## src/rtl/tpu_pkg.sv

```systemverilog
// Shared types and constants for the host-side matmul sequencer.
package tpu_pkg;

    // Sequencer phases, in the order a job walks through them.
    typedef enum logic [2:0] {
        LOAD      = 3'd0,
        WAIT_DONE = 3'd1,
        WAIT_READ = 3'd2,
        READ      = 3'd3,
        DRAIN     = 3'd4
    } seq_state_t;

    localparam int JOB_BYTES   = 8;
    localparam int NUM_RESULTS = 4;
    localparam int IDX_W       = 2;
    localparam int BYTE_W      = $clog2(JOB_BYTES);
    // Width of the timeout and read-delay counters.
    localparam int CNT_W       = 8;

endpackage

```

## src/rtl/tpu_result_buf.sv

```systemverilog
// Four-entry result buffer: indexed write port, sequential read pointer.
module tpu_result_buf
    import tpu_pkg::*;
(
    input  logic             clk,
    input  logic             rst,
    input  logic             wr_en_i,
    input  logic [IDX_W-1:0] wr_idx_i,
    input  logic [7:0]       wr_data_i,
    input  logic             rd_inc_i,
    output logic [IDX_W-1:0] rd_ptr_o,
    output logic [7:0]       rd_data_o
);

    logic [7:0]       mem_q [NUM_RESULTS];
    logic [IDX_W-1:0] rd_ptr_q;

    // Capture one result per write strobe into the addressed slot.
    always_ff @(posedge clk or posedge rst) begin
        if (rst) begin
            for (int i = 0; i < NUM_RESULTS; i++) begin
                mem_q[i] <= '0;
            end
        end else if (wr_en_i) begin
            mem_q[wr_idx_i] <= wr_data_i;
        end
    end

    // Read pointer wraps 3 -> 0 so it is back at slot 0 for the next job.
    always_ff @(posedge clk or posedge rst) begin
        if (rst) begin
            rd_ptr_q <= '0;
        end else if (rd_inc_i) begin
            rd_ptr_q <= rd_ptr_q + 1'b1;
        end
    end

    assign rd_ptr_o  = rd_ptr_q;
    assign rd_data_o = mem_q[rd_ptr_q];

endmodule

```

## src/rtl/tpu_host_sequencer.sv

```systemverilog
// Host-side initiator for the 2x2 matmul controller byte interface.
// Loads an 8-byte job, waits for done, reads four results back-to-back and
// returns them on a valid/ready stream.
//
// Handshakes: a byte/beat transfers on a rising edge where valid && ready.
// s_ready is high only in LOAD and m_valid only in DRAIN; both depend on
// state alone, never on the partner's valid/ready. The producer holds data
// stable while valid && !ready.
module tpu_host_sequencer
    import tpu_pkg::*;
#(
    parameter int READ_DELAY = 2,
    parameter int TIMEOUT    = 15
) (
    input  logic             clk,
    input  logic             rst,
    input  logic             s_valid,
    output logic             s_ready,
    input  logic [7:0]       s_data,
    output logic             m_valid,
    input  logic             m_ready,
    output logic [7:0]       m_data,
    output logic             m_last,
    output logic             ctl_load_en,
    output logic             ctl_load_sel_ab,
    output logic [IDX_W-1:0] ctl_load_index,
    output logic [7:0]       ctl_in_data,
    output logic             ctl_output_en,
    output logic [IDX_W-1:0] ctl_output_sel,
    input  logic [7:0]       ctl_out_data,
    input  logic             ctl_done,
    output logic             busy,
    output logic             timeout_err,
    output seq_state_t       dbg_state_o
);

    seq_state_t        state_q;
    logic [BYTE_W-1:0] byte_cnt_q;
    logic [CNT_W-1:0]  tmo_cnt_q;
    logic [CNT_W-1:0]  dly_cnt_q;
    logic              load_en_q;
    logic              load_sel_ab_q;
    logic [IDX_W-1:0]  load_index_q;
    logic [7:0]        in_data_q;
    logic              output_en_q;
    logic [IDX_W-1:0]  output_sel_q;
    logic              timeout_err_q;

    logic              s_hs;
    logic              m_hs;
    logic [IDX_W-1:0]  drain_idx;

    assign s_hs = s_valid && s_ready;
    assign m_hs = m_valid && m_ready;

    // Sequencer FSM with its registered controller-side outputs.
    always_ff @(posedge clk or posedge rst) begin
        if (rst) begin
            state_q       <= LOAD;
            byte_cnt_q    <= '0;
            tmo_cnt_q     <= '0;
            dly_cnt_q     <= '0;
            load_en_q     <= 1'b0;
            load_sel_ab_q <= 1'b0;
            load_index_q  <= '0;
            in_data_q     <= '0;
            output_en_q   <= 1'b0;
            output_sel_q  <= '0;
            timeout_err_q <= 1'b0;
        end else begin
            load_en_q <= 1'b0;
            case (state_q)
                LOAD: begin
                    if (s_hs) begin
                        load_en_q     <= 1'b1;
                        load_sel_ab_q <= byte_cnt_q[2];
                        load_index_q  <= byte_cnt_q[1:0];
                        in_data_q     <= s_data;
                        byte_cnt_q    <= byte_cnt_q + 1'b1;
                        if (byte_cnt_q == BYTE_W'(JOB_BYTES - 1)) begin
                            state_q   <= WAIT_DONE;
                            tmo_cnt_q <= '0;
                        end
                    end
                end
                WAIT_DONE: begin
                    if (ctl_done) begin
                        dly_cnt_q <= CNT_W'(1);
                        if (READ_DELAY <= 1) begin
                            state_q      <= READ;
                            output_en_q  <= 1'b1;
                            output_sel_q <= '0;
                        end else begin
                            state_q <= WAIT_READ;
                        end
                    end else if (tmo_cnt_q == CNT_W'(TIMEOUT - 1)) begin
                        // Controller never answered: drop the job, flag it.
                        timeout_err_q <= 1'b1;
                        state_q       <= LOAD;
                    end else begin
                        tmo_cnt_q <= tmo_cnt_q + 1'b1;
                    end
                end
                WAIT_READ: begin
                    if (dly_cnt_q == CNT_W'(READ_DELAY - 1)) begin
                        state_q      <= READ;
                        output_en_q  <= 1'b1;
                        output_sel_q <= '0;
                    end else begin
                        dly_cnt_q <= dly_cnt_q + 1'b1;
                    end
                end
                READ: begin
                    // Reads run unconditionally: the controller clears its
                    // array mid-sequence, so they may not wait on m_ready.
                    if (output_sel_q == IDX_W'(NUM_RESULTS - 1)) begin
                        output_en_q  <= 1'b0;
                        output_sel_q <= '0;
                        state_q      <= DRAIN;
                    end else begin
                        output_sel_q <= output_sel_q + 1'b1;
                    end
                end
                DRAIN: begin
                    if (m_hs && drain_idx == IDX_W'(NUM_RESULTS - 1)) begin
                        state_q <= LOAD;
                    end
                end
                default: state_q <= LOAD;
            endcase
        end
    end

    tpu_result_buf u_buf (
        .clk       (clk),
        .rst       (rst),
        .wr_en_i   (output_en_q),
        .wr_idx_i  (output_sel_q),
        .wr_data_i (ctl_out_data),
        .rd_inc_i  (m_hs),
        .rd_ptr_o  (drain_idx),
        .rd_data_o (m_data)
    );

    assign s_ready         = (state_q == LOAD);
    assign m_valid         = (state_q == DRAIN);
    assign m_last          = m_valid && (drain_idx == IDX_W'(NUM_RESULTS - 1));
    assign busy            = (state_q != LOAD);
    assign ctl_load_en     = load_en_q;
    assign ctl_load_sel_ab = load_sel_ab_q;
    assign ctl_load_index  = load_index_q;
    assign ctl_in_data     = in_data_q;
    assign ctl_output_en   = output_en_q;
    assign ctl_output_sel  = output_sel_q;
    assign timeout_err     = timeout_err_q;
    assign dbg_state_o     = state_q;

endmodule

```

## config.mk

```make
export PLATFORM = sky130hd
export DESIGN_NAME = tpu_host_sequencer
export DESIGN_NICKNAME = d
export VERILOG_FILES = /design/src/rtl/tpu_pkg.sv /design/src/rtl/tpu_result_buf.sv /design/src/rtl/tpu_host_sequencer.sv
export SDC_FILE = /design/constraint.sdc
export NUM_CORES = 1
export LEC_CHECK = 0
export ABC_AREA = 1
export BUFFER_PORTS_ARGS = -buffer_cell sky130_fd_sc_hd__buf_4
export CORE_MARGIN = 2
export CORE_UTILIZATION = 50
export CTS_CLUSTER_SIZE = 25
export DETAILED_ROUTE_END_ITERATION = 8
export HOLD_SLACK_MARGIN = 0.02
export PLACE_DENSITY = 0.78
export SYNTH_ARGS = -nofsm -noshare
export SYNTH_HDL_FRONTEND = slang
export SYNTH_SLANG_ARGS = --single-unit
```

## constraint.sdc

```tcl
create_clock -name clk -period 2.4 [get_ports clk]
set_input_delay 0.12 -clock clk [delete_from_list [all_inputs] [get_ports clk]]
set_output_delay 0.12 -clock clk [all_outputs]
set_load 0.005 [all_outputs]
```

# Word level (Yosys, flattened, before mapping)
# Index checks and enable logic that the tools add are counted.
# classes
add_sub_neg,5
magnitude_cmp,3
n_eq_ne,19
muxes,30
bitwise_logic,3
n_reduce_logical,17
# op_table
operator,n
two-way mux 8 bit,9
bitwise mux 32 bit,1
case mux 8 bit (2 select lines),2
two-way mux 3 bit,7
"adder 8 x 1 -> 8 bit, second input constant",2
binary-select mux 8 bit (select 2 bit),1
demux 8 bit (select 2 bit),1
case mux 3 bit (5 select lines),1
"inequality test 2 bit, second input constant",6
AND reduction 3 bit,3
"equality test 8 x 1 -> 1 bit, second input constant",1
"equality test 8 x 4 -> 1 bit, second input constant",1
"equality test 3 x 2 -> 1 bit, second input constant",2
"equality test 3 bit, second input constant",2
">= comparator 3 bit, second input constant",2
"inequality test 2 x 1 -> 1 bit, second input constant",3
inverter 2 -> 3 bit,2
AND reduction 6 bit,1
nonzero test 2 bit,3
logical AND 1 bit,5
AND reduction 5 bit,1
"adder 2 x 1 -> 2 bit, second input constant",2
"equality test 2 bit, second input constant",2
two-way mux 1 bit,4
11 further kinds,13
# totals
regBits,72
input_bits,21
wordCells,93

# Longest topological paths before layout
# logic_depth
word_depth,6
ltp_mapped,10

# Modules after synthesis
# Synthesis repeated with hierarchy kept, for this count alone.
# hier_totals
cells_unflattened,509
hier_area_um2,3920.0
# by_module_without_submodules
mod,n_inst,cells_per_inst,area_per_inst_um2,seq_area_each_um2
tpu_host_sequencer,1,268,2049.5,950.9
tpu_result_buf,1,241,1870.5,850.8

# Least setup slack after synthesis
# No wires, ideal clock.
# synth_timing
kind,reg2reg
from,register byte_cnt_q[0]
to,register state_q[1] (netlist: dbg_state_o[1])
arrival_ns,1.189
required_ns,2.275
setup_slack_ns,1.087
path_stages_with_launch,8
path_buffers,0
period_less_slack_ns,1.313
cell_sequence,dfrtp_1 > ha_1 > ha_1 > nand2_1 > nand3_4 > nand2_1 > nor2_2 > a21boi_1
# synth_via
elab_chain_len,3
# synth_lines
item,line,rtl
from (decl),tpu_host_sequencer.sv:38,logic [BYTE_W-1:0] byte_cnt_q;
from (signal assigned),tpu_host_sequencer.sv:79,byte_cnt_q <= byte_cnt_q + 1'b1;
equality test 3 bit,tpu_host_sequencer.sv:80,if (byte_cnt_q == BYTE_W'(JOB_BYTES - 1)) begin
inequality test 2 x 1 -> 1 bit (no source line),-,
AND reduction 6 bit (no source line),-,
to (signal assigned),tpu_host_sequencer.sv:81,state_q <= WAIT_DONE;
to (signal assigned),tpu_host_sequencer.sv:90,state_q <= READ;
to (signal assigned),tpu_host_sequencer.sv:94,state_q <= WAIT_READ;
to (decl),tpu_host_sequencer.sv:37,seq_state_t state_q;
# Every way passes these cells.
# A chain may end at the register's enable or synchronous reset.

# Final worst setup path
# layout_timing
from,register u_buf.rd_ptr_q[0] (netlist: u_buf.rd_ptr_o[0])
to,output m_data[6]
# layout_via
elab_chain_len,4
# layout_lines
item,line,rtl
from (decl),tpu_result_buf.sv:16,logic [IDX_W-1:0] rd_ptr_q;
from (signal assigned),tpu_result_buf.sv:34,rd_ptr_q <= rd_ptr_q + 1'b1;
inverter 2 -> 3 bit (implied by the code),tpu_result_buf.sv:39,assign rd_data_o = mem_q[rd_ptr_q];
binary-select mux 8 bit (select 2 bit),tpu_result_buf.sv:39,
two-way mux 8 bit (implied by the code) (2 in a row),tpu_result_buf.sv:39,
to (decl),tpu_host_sequencer.sv:22,"output logic [7:0] m_data,"
# Every way passes these cells. The select of a mux whose other input is x is not followed.

==> metrics <==
core box area=0.00687 sq mm; Unique masters post-synth=36; # nets final=527; die width=88.9 um; fmax=553 MHz; worst path required time=2.28 ns; CTS clk-pin slew, worst paths=0.08 ns; final count of hold timing violations=0; CTS tree=built; Sink Count=72; Crit Path Class=register to primary output; ranking of synthesized cells by area=dfrtp_1 50%, nand2_1 13%, o21ai_0 7.8%; via/cell ratio=5.04; PD cells=1180 mW/mm^2; worst ir drop on vdd=0.637 mV; Syn-to-layout area delta=20.3%; most frequent cells in the layout=125 x nand2_1, 72 x dfrtp_1, 56 x o21ai_0; Yosys reg bits=72; Rows=30; P_sw=2.11 mW; Critical Path Sink Type=primary output; HPWL after DPL=5360 um; Tcrit/Tclk final=0.753; Global Route Usage Sum=0.215; wire length of the first global-routing pass=13100 um; unrepaired setup endpoints after global routing=no; CTS Buffer Depth=2; Comb pwr share=0.435; First DRT Iteration DRCs=214; die area=0.00791 sq mm; Placed Instances=571; Clock Latency Late Sink=0.35 ns; H-tree depth=3; Port Buffer Count=51; Initial DRT Pass Iterations=5; post-synthesis sequential area ratio=0.500; TritonCTS Buffers=9; Post-synth EDFFs=0; clock tree root driver cell=clkbuf_8; Mapped Cells=431; WP data arrival=1.69 ns; Via Count=3003; clock skew=0.0148 ns; hold slack final=0.0791 ns; area leader, netlist=dfrtp_1; Pint=3.02 mW; Async S/R FF share, synth=1.00; final total power=5.13 mW; Slew Viols, Final=0; min Tclk post-route=1.81 ns; Setup TNS=0 ns; Max FO, Critical Path=17; fill count=605; largest net degree at the start of global routing=73; synthesized area=0.00361 sq mm; Post-synth top flop=dfrtp_1; worst min path class=input port to register; clock group share of total power=0.166; grt total ovfl=0; Yosys Warn Count=0; layout cells sized above 1=0.188; Post-Layout Cell Count=596; Final Setup Violations=0; post-CTS setup buffer count=0; Die H=88.9 um; switch share=0.412; CTS resizes=0; RePlAce Congestion=0.816; relative max-transition margin=0.635; Seq pwr share=0.399; Top Ports=52; Initial Util=0.525; WL per Instance=13.3 um; Leak=2.19 nW; drt total wl=7900 um; most common cell after layout, fill and taps aside=nand2_1; DR DRC count=0; vias in the first global route=2818; Post-CTS Hold Buffers=9; status=completed; Mapped Nets=463; Max Cap Viol=0; Worst setup SP type=register; post-route ant nets=0; Ant. Diodes=0; initial antenna violation count=0; Syn Area/Cell=8.37 sq um; share of the synthesized area in the top cell type=0.500; slew at the pin closest to its max-slew limit=0.547 ns
==> metal layers <==
layer,vias up,GRT usage,share of wire
li1,1520,-,-
met1,1400,0.311,0.48
met2,76,0.318,0.46
met3,7,0.0600,0.057
met4,0,0.0661,0.0082
met5,-,0,0
==> path summary, 6_finish.rpt <==
check	endpoint	cells past startpoint	startpoint	slack, ns
setup / recovery	m_data[6]	4	u_buf.rd_ptr_o[0]	0.59
hold / removal	u_buf.mem_q[14]	3	ctl_out_data[6]	0.08
setup reg to reg	tmo_cnt_q[3]	8	dbg_state_o[1]	0.81
hold reg to reg	u_buf.mem_q[21]	2	u_buf.mem_q[21]	0.49
max in group asynchronous	dly_cnt_q[7]	4	rst	1.66
min in group asynchronous	dbg_state_o[1]	4	rst	0.43
==> worst max-delay path, cell delays in order (launching register included) <==
cell and delay [ns]:
dfrtp_1 0.45, inv_1 0.42, o21ai_0 0.15, o22ai_1 0.17, buf_4 0.14
==> power groups by stage <==
stage                     combinational, mW  sequential (mW)  clock (mW)
after global routing                   2.52             2.10       0.920
after global placement                 2.15             2.03           0
after detailed placement               2.22             2.05           0
after floorplan                        1.47             1.98           0
final                                  2.23             2.05       0.852
after CTS                              2.24             2.04       0.875
==> synthesized netlist by cell type (2+ instances only) <==
cell type	instances
nand3_1	21
o21bai_1	2
clkbuf_1	5
inv_4	3
buf_6	3
nor2_4	3
nand2_4	4
nor3b_1	2
o21ai_0	56
dfrtp_1	72
o21ai_2	2
nor2_1	43
nand4_1	6
nor2_2	4
ha_1	11
o22ai_1	9
xor2_1	3
nand2_1	125
inv_1	35
o21ai_1	5
or2_2	2
==> state kept, by name, summed over array words and instances, names as in the netlist, 2 cells and up <==
register        cells
ctl_output_sel      2
dly_cnt_q           8
ctl_load_index      2
byte_cnt_q          3
dbg_state_o         3
ctl_in_data         8
u_buf.mem_q        32
u_buf.rd_ptr_o      2
tmo_cnt_q           8
==> area by class of cell <==
type / instances / area, sq um / share of cell area
clock inverters: 6 / 42.5 / 0.00980
clock buffers: 10 / 128 / 0.0294
flip-flops and latches: 72 / 1800 / 0.415
repair buffers: 62 / 500 / 0.115
multi-input cells: 311 / 1590 / 0.367
inverters: 39 / 154 / 0.0355
well taps: 96 / 120 / 0.0277
==> stage by stage <==
step | utilization | setup WS, ns | area (sq um)
after CTS | 0.632 | 0.586 | 4340
final | 0.632 | 0.593 | 4340
after detailed placement | 0.594 | 0.826 | 4080
after global routing | 0.632 | 0.416 | 4340
after global placement | 0.594 | 0.896 | 4080
after floorplan | - | 0.455 | 3610
==> cell families (layout without fill, tap and decap cells) <==
logic type               after synthesis  count (layout)  share of synthesized area
AO/OA/AOI/OAI                         78              78                      0.117
XOR/XNOR                               4               4                    0.00972
adder cells (fa/ha/maj)               11              11                     0.0382
buffers and inverters                 48             117                     0.0586
flip-flops                            72              72                      0.500
AND/OR/NAND/NOR                      218             218                      0.277
Power figures use the tool's default switching activity.
